[config.mk]
export PLATFORM = sky130hd
export DESIGN_NAME = uart_rx_ctrl
export DESIGN_NICKNAME = d
export VERILOG_FILES = /design/src/rtl/uart_pkg.sv /design/src/rtl/uart_baud_tick.sv /design/src/rtl/uart_rx_ctrl.sv
export SDC_FILE = /design/constraint.sdc
export NUM_CORES = 1
export LEC_CHECK = 0
export BUFFER_PORTS_ARGS = -buffer_cell sky130_fd_sc_hd__buf_2
export CAP_MARGIN = 30
export CORE_ASPECT_RATIO = 1.1
export CORE_MARGIN = 10
export CORE_UTILIZATION = 39
export CTS_BUF_LIST = sky130_fd_sc_hd__clkbuf_8
export DETAILED_ROUTE_END_ITERATION = 7
export GPL_TIMING_DRIVEN = 0
export PLACE_DENSITY = 0.7
export SKIP_CTS_REPAIR_TIMING = 1
export SLEW_MARGIN = 10
export SYNTH_ARGS = -nofsm -noshare
export SYNTH_HDL_FRONTEND = slang
export SYNTH_HIERARCHICAL = 1
export SYNTH_SLANG_ARGS = --single-unit
export TNS_END_PERCENT = 100
[constraint.sdc]
create_clock -name clk -period 1.66 [get_ports clk]
set_input_delay 0.332 -clock clk [delete_from_list [all_inputs] [get_ports clk]]
set_output_delay 0.332 -clock clk [all_outputs]
set_load 0.03 [all_outputs]
[src/rtl/uart_pkg.sv]
// Shared types and helpers for the UART receive path.
// Optional parity support is selected with UART_RX_PARITY_EN.
package uart_pkg;

    typedef enum logic [2:0] {
        IDLE,
        START,
        DATA,
        PARITY,
        STOP
    } rx_state_t;

    localparam logic [1:0] SEL_START = 2'b00;
    localparam logic [1:0] SEL_DATA  = 2'b01;
    localparam logic [1:0] SEL_STOP  = 2'b10;

    // Clocks per oversample tick, never below one.
    function automatic int unsigned calc_div(
        input int unsigned clk_freq,
        input int unsigned baud,
        input int unsigned os
    );
        int unsigned d;
        d = clk_freq / (baud * os);
        return (d < 1) ? 1 : d;
    endfunction

    // Datapath mux select for a given frame phase.
    function automatic logic [1:0] state_sel(input rx_state_t s);
        logic [1:0] sel;
        sel = SEL_START;
        unique case (s)
            DATA, PARITY: sel = SEL_DATA;
            STOP:         sel = SEL_STOP;
            default:      sel = SEL_START;
        endcase
        return sel;
    endfunction

endpackage

[src/rtl/uart_baud_tick.sv]
// Oversample tick divider; restart_i realigns the count to a start edge.
// Fixed-ratio divider, no build options.
module uart_baud_tick #(
    parameter int unsigned DIV = 1
) (
    input  logic clk,
    input  logic rst_n,
    input  logic restart_i,
    output logic tick_o
);

    localparam int unsigned W = (DIV > 1) ? $clog2(DIV) : 1;

    logic [W-1:0] cnt_q;
    logic [W-1:0] cnt_d;

    assign tick_o = (cnt_q == W'(DIV - 1));

    // Free-running count, wraps on tick or restart.
    always_comb begin
        cnt_d = cnt_q + 1'b1;
        if (restart_i || tick_o) begin
            cnt_d = '0;
        end
    end

    // Count register.
    always_ff @(posedge clk) begin
        if (!rst_n) begin
            cnt_q <= '0;
        end else begin
            cnt_q <= cnt_d;
        end
    end

endmodule

[src/rtl/uart_rx_ctrl.sv]
// UART receive controller: 16x oversampled mid-bit sampling, valid/ready out.
// Define UART_RX_PARITY_EN to add an even-parity bit and parity_err_o.
module uart_rx_ctrl
    import uart_pkg::*;
#(
    parameter int unsigned CLK_FREQ   = 50_000_000,
    parameter int unsigned BAUD       = 115200,
    parameter int unsigned OVERSAMPLE = 16,
    parameter int unsigned DATA_BITS  = 8
) (
    input  logic                 clk,
    input  logic                 rst_n,
    input  logic                 rx_i,
    output logic [DATA_BITS-1:0] data_o,
    output logic                 valid_o,
    input  logic                 ready_i,
    output logic                 frame_err_o,
    output logic                 overrun_o,
`ifdef UART_RX_PARITY_EN
    output logic                 parity_err_o,
`endif
    output logic [1:0]           mux_sel_o
);

    localparam int unsigned DIV = calc_div(CLK_FREQ, BAUD, OVERSAMPLE);
    localparam int unsigned OW  = $clog2(OVERSAMPLE);
    localparam int unsigned BW  = $clog2(DATA_BITS);
    localparam logic [OW-1:0] HALF_M1 = OW'(OVERSAMPLE / 2 - 1);
    localparam logic [OW-1:0] FULL_M1 = OW'(OVERSAMPLE - 1);
    localparam logic [BW-1:0] LAST    = BW'(DATA_BITS - 1);

    logic                 rx_meta_q, rx_s_q;
    rx_state_t            state_q, state_d;
    logic [OW-1:0]        os_q, os_d;
    logic [BW-1:0]        bit_q, bit_d;
    logic [DATA_BITS-1:0] shift_q, shift_d;
    logic [DATA_BITS-1:0] data_q, data_d;
    logic                 valid_q, valid_d;
    logic                 ferr_q, ferr_d;
    logic                 ovr_q, ovr_d;
    logic [1:0]           sel_q;
    logic                 tick, restart, done;
`ifdef UART_RX_PARITY_EN
    logic                 par_q, par_d;
    logic                 perr_q, perr_d;
`endif

    uart_baud_tick #(
        .DIV(DIV)
    ) u_tick (
        .clk      (clk),
        .rst_n    (rst_n),
        .restart_i(restart),
        .tick_o   (tick)
    );

    // Frame FSM next state, shift capture and handshake update.
    always_comb begin
        state_d = state_q;
        os_d    = os_q;
        bit_d   = bit_q;
        shift_d = shift_q;
        data_d  = data_q;
        valid_d = valid_q;
        ferr_d  = 1'b0;
        ovr_d   = 1'b0;
        done    = 1'b0;
        restart = 1'b0;
`ifdef UART_RX_PARITY_EN
        par_d   = par_q;
        perr_d  = 1'b0;
`endif
        if (valid_q && ready_i) begin
            valid_d = 1'b0;
        end
        unique case (state_q)
            IDLE: begin
                os_d  = '0;
                bit_d = '0;
                if (!rx_s_q) begin
                    state_d = START;
                    restart = 1'b1;
                end
            end
            START: begin
                if (tick) begin
                    if (os_q == HALF_M1) begin
                        os_d    = '0;
                        state_d = rx_s_q ? IDLE : DATA;
                    end else begin
                        os_d = os_q + 1'b1;
                    end
                end
            end
            DATA: begin
                if (tick) begin
                    if (os_q == FULL_M1) begin
                        os_d           = '0;
                        shift_d[bit_q] = rx_s_q;
                        bit_d          = bit_q + 1'b1;
                        if (bit_q == LAST) begin
`ifdef UART_RX_PARITY_EN
                            state_d = PARITY;
`else
                            state_d = STOP;
`endif
                        end
                    end else begin
                        os_d = os_q + 1'b1;
                    end
                end
            end
            PARITY: begin
`ifdef UART_RX_PARITY_EN
                if (tick) begin
                    if (os_q == FULL_M1) begin
                        os_d    = '0;
                        par_d   = rx_s_q;
                        state_d = STOP;
                    end else begin
                        os_d = os_q + 1'b1;
                    end
                end
`else
                state_d = IDLE;
`endif
            end
            STOP: begin
                if (tick) begin
                    if (os_q == FULL_M1) begin
                        os_d    = '0;
                        state_d = IDLE;
                        done    = rx_s_q;
                        ferr_d  = !rx_s_q;
`ifdef UART_RX_PARITY_EN
                        perr_d  = ^{shift_q, par_q};
`endif
                    end else begin
                        os_d = os_q + 1'b1;
                    end
                end
            end
            default: state_d = IDLE;
        endcase
        if (done) begin
            if (valid_q && !ready_i) begin
                ovr_d = 1'b1;
            end else begin
                data_d  = shift_q;
                valid_d = 1'b1;
            end
        end
    end

    // State, synchroniser and output registers.
    always_ff @(posedge clk) begin
        if (!rst_n) begin
            rx_meta_q <= 1'b1;
            rx_s_q    <= 1'b1;
            state_q   <= IDLE;
            os_q      <= '0;
            bit_q     <= '0;
            shift_q   <= '0;
            data_q    <= '0;
            valid_q   <= 1'b0;
            ferr_q    <= 1'b0;
            ovr_q     <= 1'b0;
            sel_q     <= SEL_START;
`ifdef UART_RX_PARITY_EN
            par_q     <= 1'b0;
            perr_q    <= 1'b0;
`endif
        end else begin
            rx_meta_q <= rx_i;
            rx_s_q    <= rx_meta_q;
            state_q   <= state_d;
            os_q      <= os_d;
            bit_q     <= bit_d;
            shift_q   <= shift_d;
            data_q    <= data_d;
            valid_q   <= valid_d;
            ferr_q    <= ferr_d;
            ovr_q     <= ovr_d;
            sel_q     <= state_sel(state_d);
`ifdef UART_RX_PARITY_EN
            par_q     <= par_d;
            perr_q    <= perr_d;
`endif
        end
    end

    assign data_o      = data_q;
    assign valid_o     = valid_q;
    assign frame_err_o = ferr_q;
    assign overrun_o   = ovr_q;
    assign mux_sel_o   = sel_q;
`ifdef UART_RX_PARITY_EN
    assign parity_err_o = perr_q;
`endif

endmodule
Yosys cells after proc, flatten, opt, wreduce, memory -nomap -nowiden
Index checks and enable logic that the tools add are counted.

Bitwise gates (word level): 2. Reductions and logical operators: 18. $mul: 0. Shifts and indexed selects: 0. $lt $le $gt $ge: 2. Div/mod/pow operators: 0. Add/subtract/negate cells: 3. Multiplexer cells: 31. Equality and inequality tests: 14.

Operators by type and width (count): $mux 3 (10); $mux 4 (4); $pmux 3 s4 (1); $pmux 4 s3 (1); $mux 1 (10); $eq 3x2->1 const B (3); $eq 3x3->1 const B (3); $reduce_and 3->1 (3); $bwmux 8 (1); $ne 2x1->1 const B (3); $pmux 3 s2 (1); $reduce_or 2->1 (3); $add 5x1->5 const B (1); $eq 5x5->1 const B (1); $add 4x1->4 const B (1); $eq 4x3->1 const B (1); $eq 4x4->1 const B (1); $lt 3x4->1 const B (1); $pmux 2 s2 (1); $reduce_and 2->1 (2); $reduce_and 4->1 (1); $add 3x1->3 const B (1); $demux 1 s3 (1); $eq 3x1->1 const B (1); other kinds (10) (14).

Bits in writable memories: 0. Memory bits (read-only): 0. Memories: 0. Word-level logic and storage cells: 82. Latch bits: 0. Input port bits: 4. Flip-flop bits (word level): 38.

Logic depth before layout (Yosys ltp)
Gate-level depths: netlist of run 1.

Word-level depth: 8. Mapped depth: 7. Gate-level depth less buffers: 7.

By module
Netlist of run 1, hierarchy kept.

Modules (own cells, without submodules): uart_rx_ctrl (instances 1, seq. area each 660.6 um^2, cells each 155, area each 1476.4 um^2); uart_baud_tick (instances 1, seq. area each 100.1 um^2, cells each 20, area each 205.2 um^2).

Worst setup path before layout of run 1
No wires, ideal clock.

Path kind: reg-to-reg. From: reg u_tick.cnt_q[0]. To: reg data_q[0] (netlist: data_o[0]). Path slack: -0.101 ns. Arrival time: 1.639 ns. Stages on the path, launching flop included: 8. Setup time: 0.122 ns. Required time: 1.538 ns. Clock period less this slack: 1.761 ns. Path through: dfxtp_1 > inv_1 > ha_1 > and4b_1 > nand4_1 > nor4b_4 > nand3_4 > mux2i_1.

Word-level cells in the longest chain between the ends: 4.

RTL lines: start: declaration (RTL line uart_baud_tick.sv:14) `logic [W-1:0] cnt_q;`; start signal: assignment (RTL line uart_baud_tick.sv:32) `cnt_q <= cnt_d;`; $eq 5x5->1 (RTL line uart_baud_tick.sv:17) `assign tick_o = (cnt_q == W'(DIV - 1));`; named net tick (RTL line uart_rx_ctrl.sv:42) `logic tick, restart, done;`; $mux 1 (RTL line uart_rx_ctrl.sv:129) `if (tick) begin`; $mux 1 (RTL line uart_rx_ctrl.sv:76) `unique case (state_q)`; $reduce_and 2->1 (no line); end signal: assignment (RTL line uart_rx_ctrl.sv:180) `data_q <= data_d;`; end: declaration (RTL line uart_rx_ctrl.sv:37) `logic [DATA_BITS-1:0] data_q, data_d;`.

The timed path passes the listed nets, and every way through them passes these cells. A chain may end at the register's enable or synchronous reset.

Worst setup path after layout of run 1
From: reg u_tick.cnt_q[0]. To: reg data_q[1] (netlist: data_o[1]).

The elaborated chain is that of the path after synthesis.

==> results of run 1 <==
state kept, by name (all words and copies together), names as in the netlist:
name,cells
data_o,8
shift_q,8
u_tick/cnt_q,5
os_q,4
bit_q,3
state_q,3
mux_sel_o,2
frame_err_o,1
overrun_o,1
rx_meta_q,1
rx_s_q,1
valid_o,1
report_power, final:
group | switching, W | total (W) | internal [W]
combinational | 0.0000511 | 0.0000882 | 0.0000371
clock | 0.000337 | 0.000779 | 0.000442
sequential | 0.0000102 | 0.000934 | 0.000924
total | 0.000398 | 0.00180 | 0.00140
area by class of cell:
class | instances | share of cell area, %
tap | 52 | 3.167
timing repair buffer | 22 | 6.273
inverter | 4 | 0.7308
clock buffer | 5 | 3.350
sequential | 38 | 37.15
buffer | 10 | 2.619
multi-input combinational | 123 | 44.76
clock inverter | 3 | 1.949
cell usage after synthesis (all sizes together), types with 2 or more instances:
cell type  instances
nand2b             5
nand3              8
maj3               2
nand3b             3
mux2i             17
inv                4
nand2             27
ha                 5
o21ai              3
dfxtp             38
o22ai              2
nor2              12
nor3               5
a21oi              7
xor2               3
buf                3
clkbuf             7
nand4b             2
nor4               2
nor3b              3
o21a               2
xnor2              2
per-stage QoR:
stage	util [%]	instance area [sq um]
final	50.68	2054
after global routing	50.68	2054
after CTS	48.06	1948
after detailed placement	45.37	1839
after global placement	45.37	1839
after floorplan	-	1694
worst max-delay path by stage:
stage,slack (ps),start,end,cells after the start
finish,-220,u_tick/cnt_q[0],data_o[1],7
global route,-380,u_tick/cnt_q[0],data_o[7],7
CTS,-300,u_tick/cnt_q[0],data_o[1],7
detailed placement,-290,u_tick/cnt_q[0],data_o[6],7
global placement,-290,u_tick/cnt_q[0],data_o[1],7
floorplan,-80,u_tick/cnt_q[0],data_o[0],7
cells by family (layout without fill, tap and decap cells):
| family | Yosys count | in the layout | share of synthesized area [%] |
|---|---|---|---|
| AO/OA/AOI/OAI | 19 | 19 | 8.184 |
| XOR/XNOR | 5 | 5 | 2.605 |
| adder cells (fa/ha/maj) | 7 | 7 | 4.985 |
| buffers and inverters | 14 | 44 | 4.092 |
| flip-flops | 38 | 38 | 45.24 |
| multiplexers | 17 | 17 | 10.12 |
| AND/OR/NAND/NOR | 75 | 75 | 24.78 |
per-layer routing:
layer  vias up  part of all wire (%)
met2        22                    43
met3         8                   4.2
met1       592                    49
li1        663                     -
met5         -                     0
met4         0                   3.6
==> qor.yml, run 1 <==
floorplanning:
  die_h_um: 88.87
  top_level_ports: 17
  start_util_pct: 41.48
  fp.coreArea_sq_um: 4054
  chipWidth_um: 82.61
  row_count: 24
  die_area_sq_um: 7342
critical_path:
  cp_slowest_stage_delay_ps: 400
  timing_worst_setup_path_type: "register to register"
  r2r-end: "data_o[1]"
  path_cells: "inv_2 -> ha_4 -> and4b_2 -> nand4_1 -> nor4b_4 -> nand3_4 -> mux2i_1"
  worst-endpoint-required_ps: 1850
  crit_path_top_delay_cell: "nor4b_4"
  cp.arrival_ps: 2070
  r2r-start: "u_tick/cnt_q[0]"
  crit_family: "simple AND/OR/NAND/NOR gates"
  endpoint_kind: "register"
  cp_num_buf_inv: 1
  cp_max_fo: 8
  worst_r2r_path_depth: 7
  reg2reg_setup_slack_ps: -220
  cp-start-kind: "register"
layout:
  num-nets-final: 213
  regArea_sq_um: 763.2
  drive_gt1_share_pct: 27.80
  antenna_cells: 0
  fin_cells: 257
  area_growth_pct: 22.17
  layout_commonest_cell: "dfxtp_1"
  final_cell_mix: "dfxtp_1, nand2_1, buf_2, mux2i_1, nor2_1"
  fillCellCount: 392
  multi_input_area_sq_um: 919.6
placement:
  dpl.hpwl_mm: 2.216
  placement.setup.worst_slack_ps: -290.9
  place_congestion: 0.8247
  io_buffer_count: 16
  dp.cells: 243
hold_path:
  hold_depth: 2
  min_to: "rx_meta_q"
  hold_path_class: "primary input to register"
  hold_path.startpoint: "rx_i"
global_routing:
  grt_pass1_wl_mm: 5.457
  grtUsageMet3_pct: 2.028
  grt.overflow.total: 0
  grt_util_all_layers_pct: 9.633
  use_met1_pct: 11.68
  use_met2_pct: 14.30
  grt_pass1_vias: 1231
  grt_max_degree: 13
  antenna_found_initial: 0
  grt-busiest-layer: "met2"
clocking:
  clock_latency_ps: 300
  ctsHtreeMaxLevel: 2
  cts_root_buf: "clkbuf_8"
  cts.sinks: 38
  cts_tree: "done"
  cts_made_buffers: 5
  clk_pin_slew_ps: 80
  cts_buffer_depth: 2
sta:
  maxSlewHeadroom_pct: 66.30
  hold_slack_ps: 213.7
  hold_viol_final: 0
  rsz0062_at_grt: "true"
  fin_skew_ps: 9.294
  fin_ws_ps: -220.6
  slew_violations: 0
  tns_ps: -3001
  period_share_pct: 113.3
  finalSetupViolations: 23
  finalCriticalPeriod_ps: 1881
  tightest_slew_ps: 505.5
  fmax_mhz: 531.7
synthesis:
  synth_seq_cells: 38
  synthArstFlopShare_pct: 0
  ys.flop_type: "dfxtp_1"
  yosysUniqueCellTypes: 40
  synth_area_sq_um: 1682
  syn_inst: 175
  synth_top_area_cell: "dfxtp_1"
  netlist.area_leader.share_pct: 45.24
  synth.yosys.seq_area_share_pct: 45.24
  synth_area_leaders: "dfxtp_1, mux2i_1, nand2_1, ha_1, nor2_1"
  ys_warn_count: 6
  syn_nets: 184
  avgSynthCellArea_sq_um: 9.609
  synth-edff-count: 0
route:
  vias: 1285
  drc: 0
  ant_nets: 0
  totalWireLength_mm: 3.234
  drt_first_iter_violations: 89
  wl_per_cell_um: 12.58
  dr.pass1.iters: 4
  vias_per_cell: 5.000
power:
  power.leakage_nw: 0.8419
  total_power_w: 0.001801
  p_per_area_nw_per_um2: 876.6
  ir_drop_uv: 499.9
run:
  max_cap_violations: 0
status:
  violations: "negative setup slack"
  status: "complete, but fails checks"
Power figures use the tool's default switching activity.
==> run 2, diff against run 1 <==
Settings changed: CORE_ASPECT_RATIO 1.1 to default, SKIP_CTS_REPAIR_TIMING 1 to default.
==> qor.yml, run 2 (synthesized netlist as in run 1, its figures left out) <==
status:
  status: "complete, but fails checks"  # unchanged
  violations: "negative setup slack"  # unchanged
layout:
  num-nets-final: 217  # was 213
  final_cell_mix: "dfxtp_1, nand2_1, buf_2, mux2i_1, nor2_1"  # unchanged
  area_growth_pct: 24.11  # was 22.17%
  antenna_cells: 0  # unchanged
  drive_gt1_share_pct: 28.37  # was 27.80%
  layout_commonest_cell: "dfxtp_1"  # unchanged
  fillCellCount: 384  # was 392
clocking:
  cts.sinks: 38  # unchanged
  cts_buffer_depth: 2  # unchanged
  clk_pin_slew_ps: 70  # was 80 ps
  clock_latency_ps: 280  # was 300 ps
  cts_made_buffers: 5  # unchanged
  cts_root_buf: "clkbuf_8"  # unchanged
  cts_hold_buf: 0
  ctsHtreeMaxLevel: 2  # unchanged
  cts_tree: "done"  # unchanged
route:
  wl_per_cell_um: 12.81  # was 12.58 um
  drc: 0  # unchanged
  dr.pass1.iters: 4  # unchanged
  totalWireLength_mm: 3.306  # was 3.234 mm
  ant_nets: 0  # unchanged
  vias_per_cell: 4.969  # was 5.000
  vias: 1282  # was 1285
  drt_first_iter_violations: 97  # was 89
critical_path:
  cp_max_fo: 8  # unchanged
  endpoint_kind: "register"  # unchanged
  worst-endpoint-required_ps: 1860  # was 1850 ps
  cp_slowest_stage_delay_ps: 340  # was 400 ps
  crit_path_top_delay_cell: "nor4b_4"  # unchanged
  cp-start-kind: "register"  # unchanged
  cp.arrival_ps: 2030  # was 2070 ps
  timing_worst_setup_path_type: "register to register"  # unchanged
  path_cells: "inv_2 -> ha_4 -> and4b_2 -> nand4_1 -> nor4b_4 -> nand3_4 -> mux2i_1"  # unchanged
hold_path:
  hold_path_class: "primary input to register"  # unchanged
power:
  clock_power_share_pct: 43.1  # was 43.2%
  p_sw_share_pct: 19.90  # was 22.10%
  power.internal_w: 0.001445  # was 0.001403 W
  pwr-share-seq_pct: 51.7  # was 51.9%
  p_sw_w: 0.0003592  # was 0.0003979 W
  p_per_area_nw_per_um2: 864.7  # was 876.6 nW/um^2
  power_frac_comb_pct: 5.2  # was 4.9%
  ir_drop_uv: 449.7  # was 499.9 uV
  power.leakage_nw: 0.8619  # was 0.8419 nW
floorplanning:
  chipWidth_um: 85.67  # was 82.61 um
  top_level_ports: 17  # unchanged
  die_h_um: 85.67  # was 88.87 um
  die_area_sq_um: 7338  # was 7342 sq um
  start_util_pct: 41.15  # was 41.48%
  row_count: 23  # was 24
  fp.coreArea_sq_um: 4086  # was 4054 sq um
sta:
  finalSetupViolations: 20  # was 23
  hold_slack_ps: 233.4  # was 213.7 ps
  period_share_pct: 109.7  # was 113.3%
  fin_skew_ps: 6.205  # was 9.294 ps
  fmax_mhz: 549.1  # was 531.7 MHz
  tns_ps: -2238  # was -3001 ps
  slew_violations: 0  # unchanged
  tightest_slew_ps: 628.7  # was 505.5 ps
  finalCriticalPeriod_ps: 1821  # was 1881 ps
  hold_viol_final: 0  # unchanged
  fin_ws_ps: -161.1  # was -220.6 ps
  rsz0062_at_grt: "true"  # unchanged
  maxSlewHeadroom_pct: 58.09  # was 66.30%
global_routing:
  antenna_found_initial: 0  # unchanged
  grt.overflow.total: 0  # unchanged
  grt_max_degree: 12  # was 13
  grt_pass1_wl_mm: 5.595  # was 5.457 mm
  grt_util_all_layers_pct: 9.158  # was 9.633%
  grt_pass1_vias: 1259  # was 1231
run:
  max_cap_violations: 0  # unchanged
placement:
  io_buffer_count: 16  # unchanged
  place_congestion: 0.8103  # was 0.8247
  dpl.hpwl_mm: 2.217  # was 2.216 mm
[run 2: final timing paths]
path                            cells past startpoint             from  slack (ps)         to
worst max-delay path                                7  u_tick/cnt_q[0]        -160  data_o[4]
worst min-delay path                                2             rx_i         230  rx_meta_q
worst max register to register                      7  u_tick/cnt_q[0]        -160  data_o[4]
worst min register to register                      1        rx_meta_q         410     rx_s_q
[run 2: timing repair]
action | 4_1_cts | 5_1_grt
setup endpoints to repair | 20 | 28
pin swaps | 5 | 5
resized for setup | 6 | 9
buffers inserted | 7 | 3
[run 2: routing by layer]
| layer | wire, um | GRT usage, % | part of all wire (%) | vias to the layer above |
|---|---|---|---|---|
| met1 | 1675 | 11.30 | 51 | 586 |
| met2 | 1476 | 14.17 | 45 | 22 |
| met3 | 118 | 3.500 | 3.6 | 4 |
| met4 | 36 | 3.144 | 1.1 | 0 |
| li1 | - | - | - | 670 |
| met5 | 0 | 0 | 0 | - |
[run 2: final cells by class]
type / instances / area [sq um] / area share (%)
Inverter: 4 / 15.01 / 0.7194
Clock inverter: 1 / 30.03 / 1.439
Tap cell: 50 / 62.56 / 2.998
Clock buffer: 6 / 82.58 / 3.957
Timing Repair Buffer: 26 / 158.9 / 7.614
Buffer: 10 / 53.80 / 2.578
Multi-Input combinational cell: 123 / 920.9 / 44.12
Sequential cell: 38 / 763.2 / 36.57
[run 2: critical path, delay by kind of cell, from the launching register on]
kind,cells,cell delay [ps]
multiplexers,1,240
AND/OR/NAND/NOR,4,1020
flip-flops,1,330
buffers and inverters,1,50
adder cells (fa/ha/maj),1,100
[run 2: power groups by stage]
| stage | clock (W) | sequential, W | combinational (W) |
|---|---|---|---|
| after floorplan | 0 | 0.000951 | 0.0000576 |
| after global placement | 0 | 0.000952 | 0.0000747 |
| after detailed placement | 0 | 0.000953 | 0.0000755 |
| after CTS | 0.000803 | 0.000932 | 0.0000875 |
| after global routing | 0.000840 | 0.000933 | 0.000106 |
| final | 0.000778 | 0.000932 | 0.0000946 |
[run 2: stage by stage]
stage | area, sq um | std cells | total power [W] | setup slack (ps) | util, %
floorplan | 1694 | 175 | 0.001009 | -84.81 | -
global placement | 1837 | 241 | 0.001027 | -268.2 | 44.95
detailed placement | 1837 | 241 | 0.001028 | -310.2 | 44.95
CTS | 2026 | 255 | 0.001822 | -194.2 | 49.57
global route | 2087 | 258 | 0.001879 | -274.5 | 51.07
finish | 2087 | 258 | 0.001805 | -161.1 | 51.07
==> run 3, diff against run 2 <==
Settings changed: SETUP_SLACK_MARGIN from default to 0.05.
==> qor.yml, run 3 (synthesized netlist as in run 1, its figures left out) <==
route:
  totalWireLength_mm: 3.313  # was 3.306 mm
  vias: 1299  # was 1282
  vias_per_cell: 4.977  # was 4.969
  drt_first_iter_violations: 153  # was 97
  drc: 0  # unchanged
  ant_nets: 0  # unchanged
  dr.pass1.iters: 4  # unchanged
  wl_per_cell_um: 12.69  # was 12.81 um
sta:
  finalCriticalPeriod_ps: 1842  # was 1821 ps
  fmax_mhz: 542.8  # was 549.1 MHz
  period_share_pct: 111.0  # was 109.7%
  fin_skew_ps: 4.436  # was 6.205 ps
  hold_viol_final: 0  # unchanged
  maxSlewHeadroom_pct: 67.56  # was 58.09%
  rsz0062_at_grt: "true"  # unchanged
  finalSetupViolations: 26  # was 20
  slew_violations: 0  # unchanged
  tightest_slew_ps: 486.6  # was 628.7 ps
  fin_ws_ps: -182.2  # was -161.1 ps
layout:
  fin_cells: 261  # was 258
  drive_gt1_share_pct: 32.23  # was 28.37%
  antenna_cells: 0  # unchanged
  num-nets-final: 219  # was 217
  finish.instance_area_sq_um: 2120  # was 2087 sq um
  layout_commonest_cell: "dfxtp_1"  # unchanged
  area_growth_pct: 26.04  # was 24.11%
  final_cell_mix: "dfxtp_1, nand2_1, buf_2, mux2i_1, nor2_1"  # unchanged
clocking:
  cts.sinks: 38  # unchanged
  clk_pin_slew_ps: 70  # about the same
  cts_made_buffers: 5  # unchanged
  cts_buffer_depth: 2  # unchanged
  cts_root_buf: "clkbuf_8"  # unchanged
  ctsHtreeMaxLevel: 2  # unchanged
  cts_tree: "done"  # unchanged
  clock_latency_ps: 300  # was 280 ps
floorplanning:
  row_count: 23  # unchanged
  chipWidth_um: 85.67  # unchanged
  die_h_um: 85.67  # unchanged
  fp.coreArea_sq_um: 4086  # unchanged
  die_area_sq_um: 7338  # unchanged
  top_level_ports: 17  # unchanged
  start_util_pct: 41.15  # unchanged
critical_path:
  worst_r2r_path_depth: 10  # was 7
  cp_max_fo: 5  # was 8
  cp-start-kind: "register"  # unchanged
  path_cells: "inv_2 -> ha_4 -> and4b_2 -> buf_6 -> and4_4 -> nand4b_1 -> buf_6 -> buf_4 -> nor2_4 -> mux2i_1"  # was inv_2 -> ha_4 -> and4b_2 -> nand4_1 -> nor4b_4 -> nand3_4 -> mux2i_1
  cp_slowest_stage_delay_ps: 320  # was 340 ps
  cp.arrival_ps: 2060  # was 2030 ps
  worst-endpoint-required_ps: 1880  # was 1860 ps
  r2r-start: "u_tick/cnt_q[0]"  # unchanged
  timing_worst_setup_path_type: "register to register"  # unchanged
  crit_path_top_delay_cell: "dfxtp_2"  # was nor4b_4
  endpoint_kind: "register"  # unchanged
  cp_num_buf_inv: 4  # was 1
  cp_common_cell: "buf_6"
  cp.depth: 10  # was 7
  crit_family: "simple AND/OR/NAND/NOR gates"  # unchanged
  startpoint: "u_tick/cnt_q[0]"  # unchanged
status:
  violations: "negative setup slack"  # unchanged
  status: "complete, but fails checks"  # unchanged
hold_path:
  hold_depth: 2  # unchanged
  hold_path.startpoint: "rx_i"  # unchanged
  hold_path_class: "primary input to register"  # unchanged
global_routing:
  grt_pass1_vias: 1258  # was 1259
  grt_max_degree: 12  # unchanged
  antenna_found_initial: 0  # unchanged
  grt.overflow.total: 0  # unchanged
  grt_util_all_layers_pct: 9.681  # was 9.158%
  grt_pass1_wl_mm: 5.768  # was 5.595 mm
power:
  total_power_w: 0.001675  # was 0.001805 W
  power.leakage_nw: 0.8615  # was 0.8619 nW
  ir_drop_uv: 523.1  # was 449.7 uV
  p_per_area_nw_per_um2: 790.3  # was 864.7 nW/um^2
run:
  max_cap_violations: 0  # unchanged
placement:
  place_congestion: 0.7831  # was 0.8103
  dp.cells: 241  # unchanged
  io_buffer_count: 16  # unchanged
  dpl.hpwl_mm: 2.233  # was 2.217 mm
  placed_cell_area_sq_um: 1842  # was 1837 sq um
run 3: cell count changes in the layout (fill, tap and decap cells not counted), sizes merged:
cell | before | now
inv | 4 | 5
bufinv | 1 | 0
clkinv | 0 | 1
buf | 29 | 31
run 3: per-layer routing:
layer,global-route usage (%),wire (um),vias to the layer above
met5,0,0,-
met4,7.784,114,0
met3,2.365,138,7
met2,13.96,1419,20
met1,11.91,1640,598
li1,-,-,674
run 3: worst paths after layout:
| path | endpoint | slack [ps] |
|---|---|---|
| max | shift_q[6] | -180 |
| min | rx_meta_q | 220 |
| max reg2reg | shift_q[6] | -180 |
| min reg2reg | rx_s_q | 410 |
run 3: area by class of cell:
| type | instances | area (sq um) |
|---|---|---|
| Fill cell | 370 | 1967 |
| Multi-Input combinational cell | 123 | 948.4 |
| Sequential cell | 38 | 763.2 |
| Timing Repair Buffer | 28 | 185.2 |
| Clock buffer | 6 | 82.58 |
| Tap cell | 50 | 62.56 |
| Buffer | 10 | 53.80 |
| Inverter | 4 | 15.01 |
| Clock inverter | 2 | 8.758 |
run 3: per-stage QoR:
stage / setup TNS, ps / hold slack (ps) / setup slack (ps) / util, %
2_1_floorplan: -748.5 / 386.3 / -84.81 / -
3_3_place_gp: -3651 / 389.4 / -268.7 / 45.07
3_5_place_dp: -3708 / 406.5 / -260.7 / 45.07
4_1_cts: -1840 / 213.0 / -128.0 / 50.15
5_1_grt: -5505 / 234.9 / -272.9 / 51.87
6_report: -2394 / 216.0 / -182.2 / 51.87
run 3: repair_timing:
action | CTS | global route
pin swaps | 10 | 12
setup endpoints to repair | 21 | 36
resized for setup | 13 | 12
setup buffers | 8 | 4
hold buffers | 0 | 0
endpoints found under the hold margin | 0 | 0
cloned | 0 | 0
run 3: where the power goes:
part	leakage [nW]	switching, W	total (W)	internal (W)
logic	0.501	0.0000551	0.0000979	0.0000429
registers	0.308	0.00000844	0.000932	0.000924
clock network	0.0524	0.000316	0.000645	0.000329
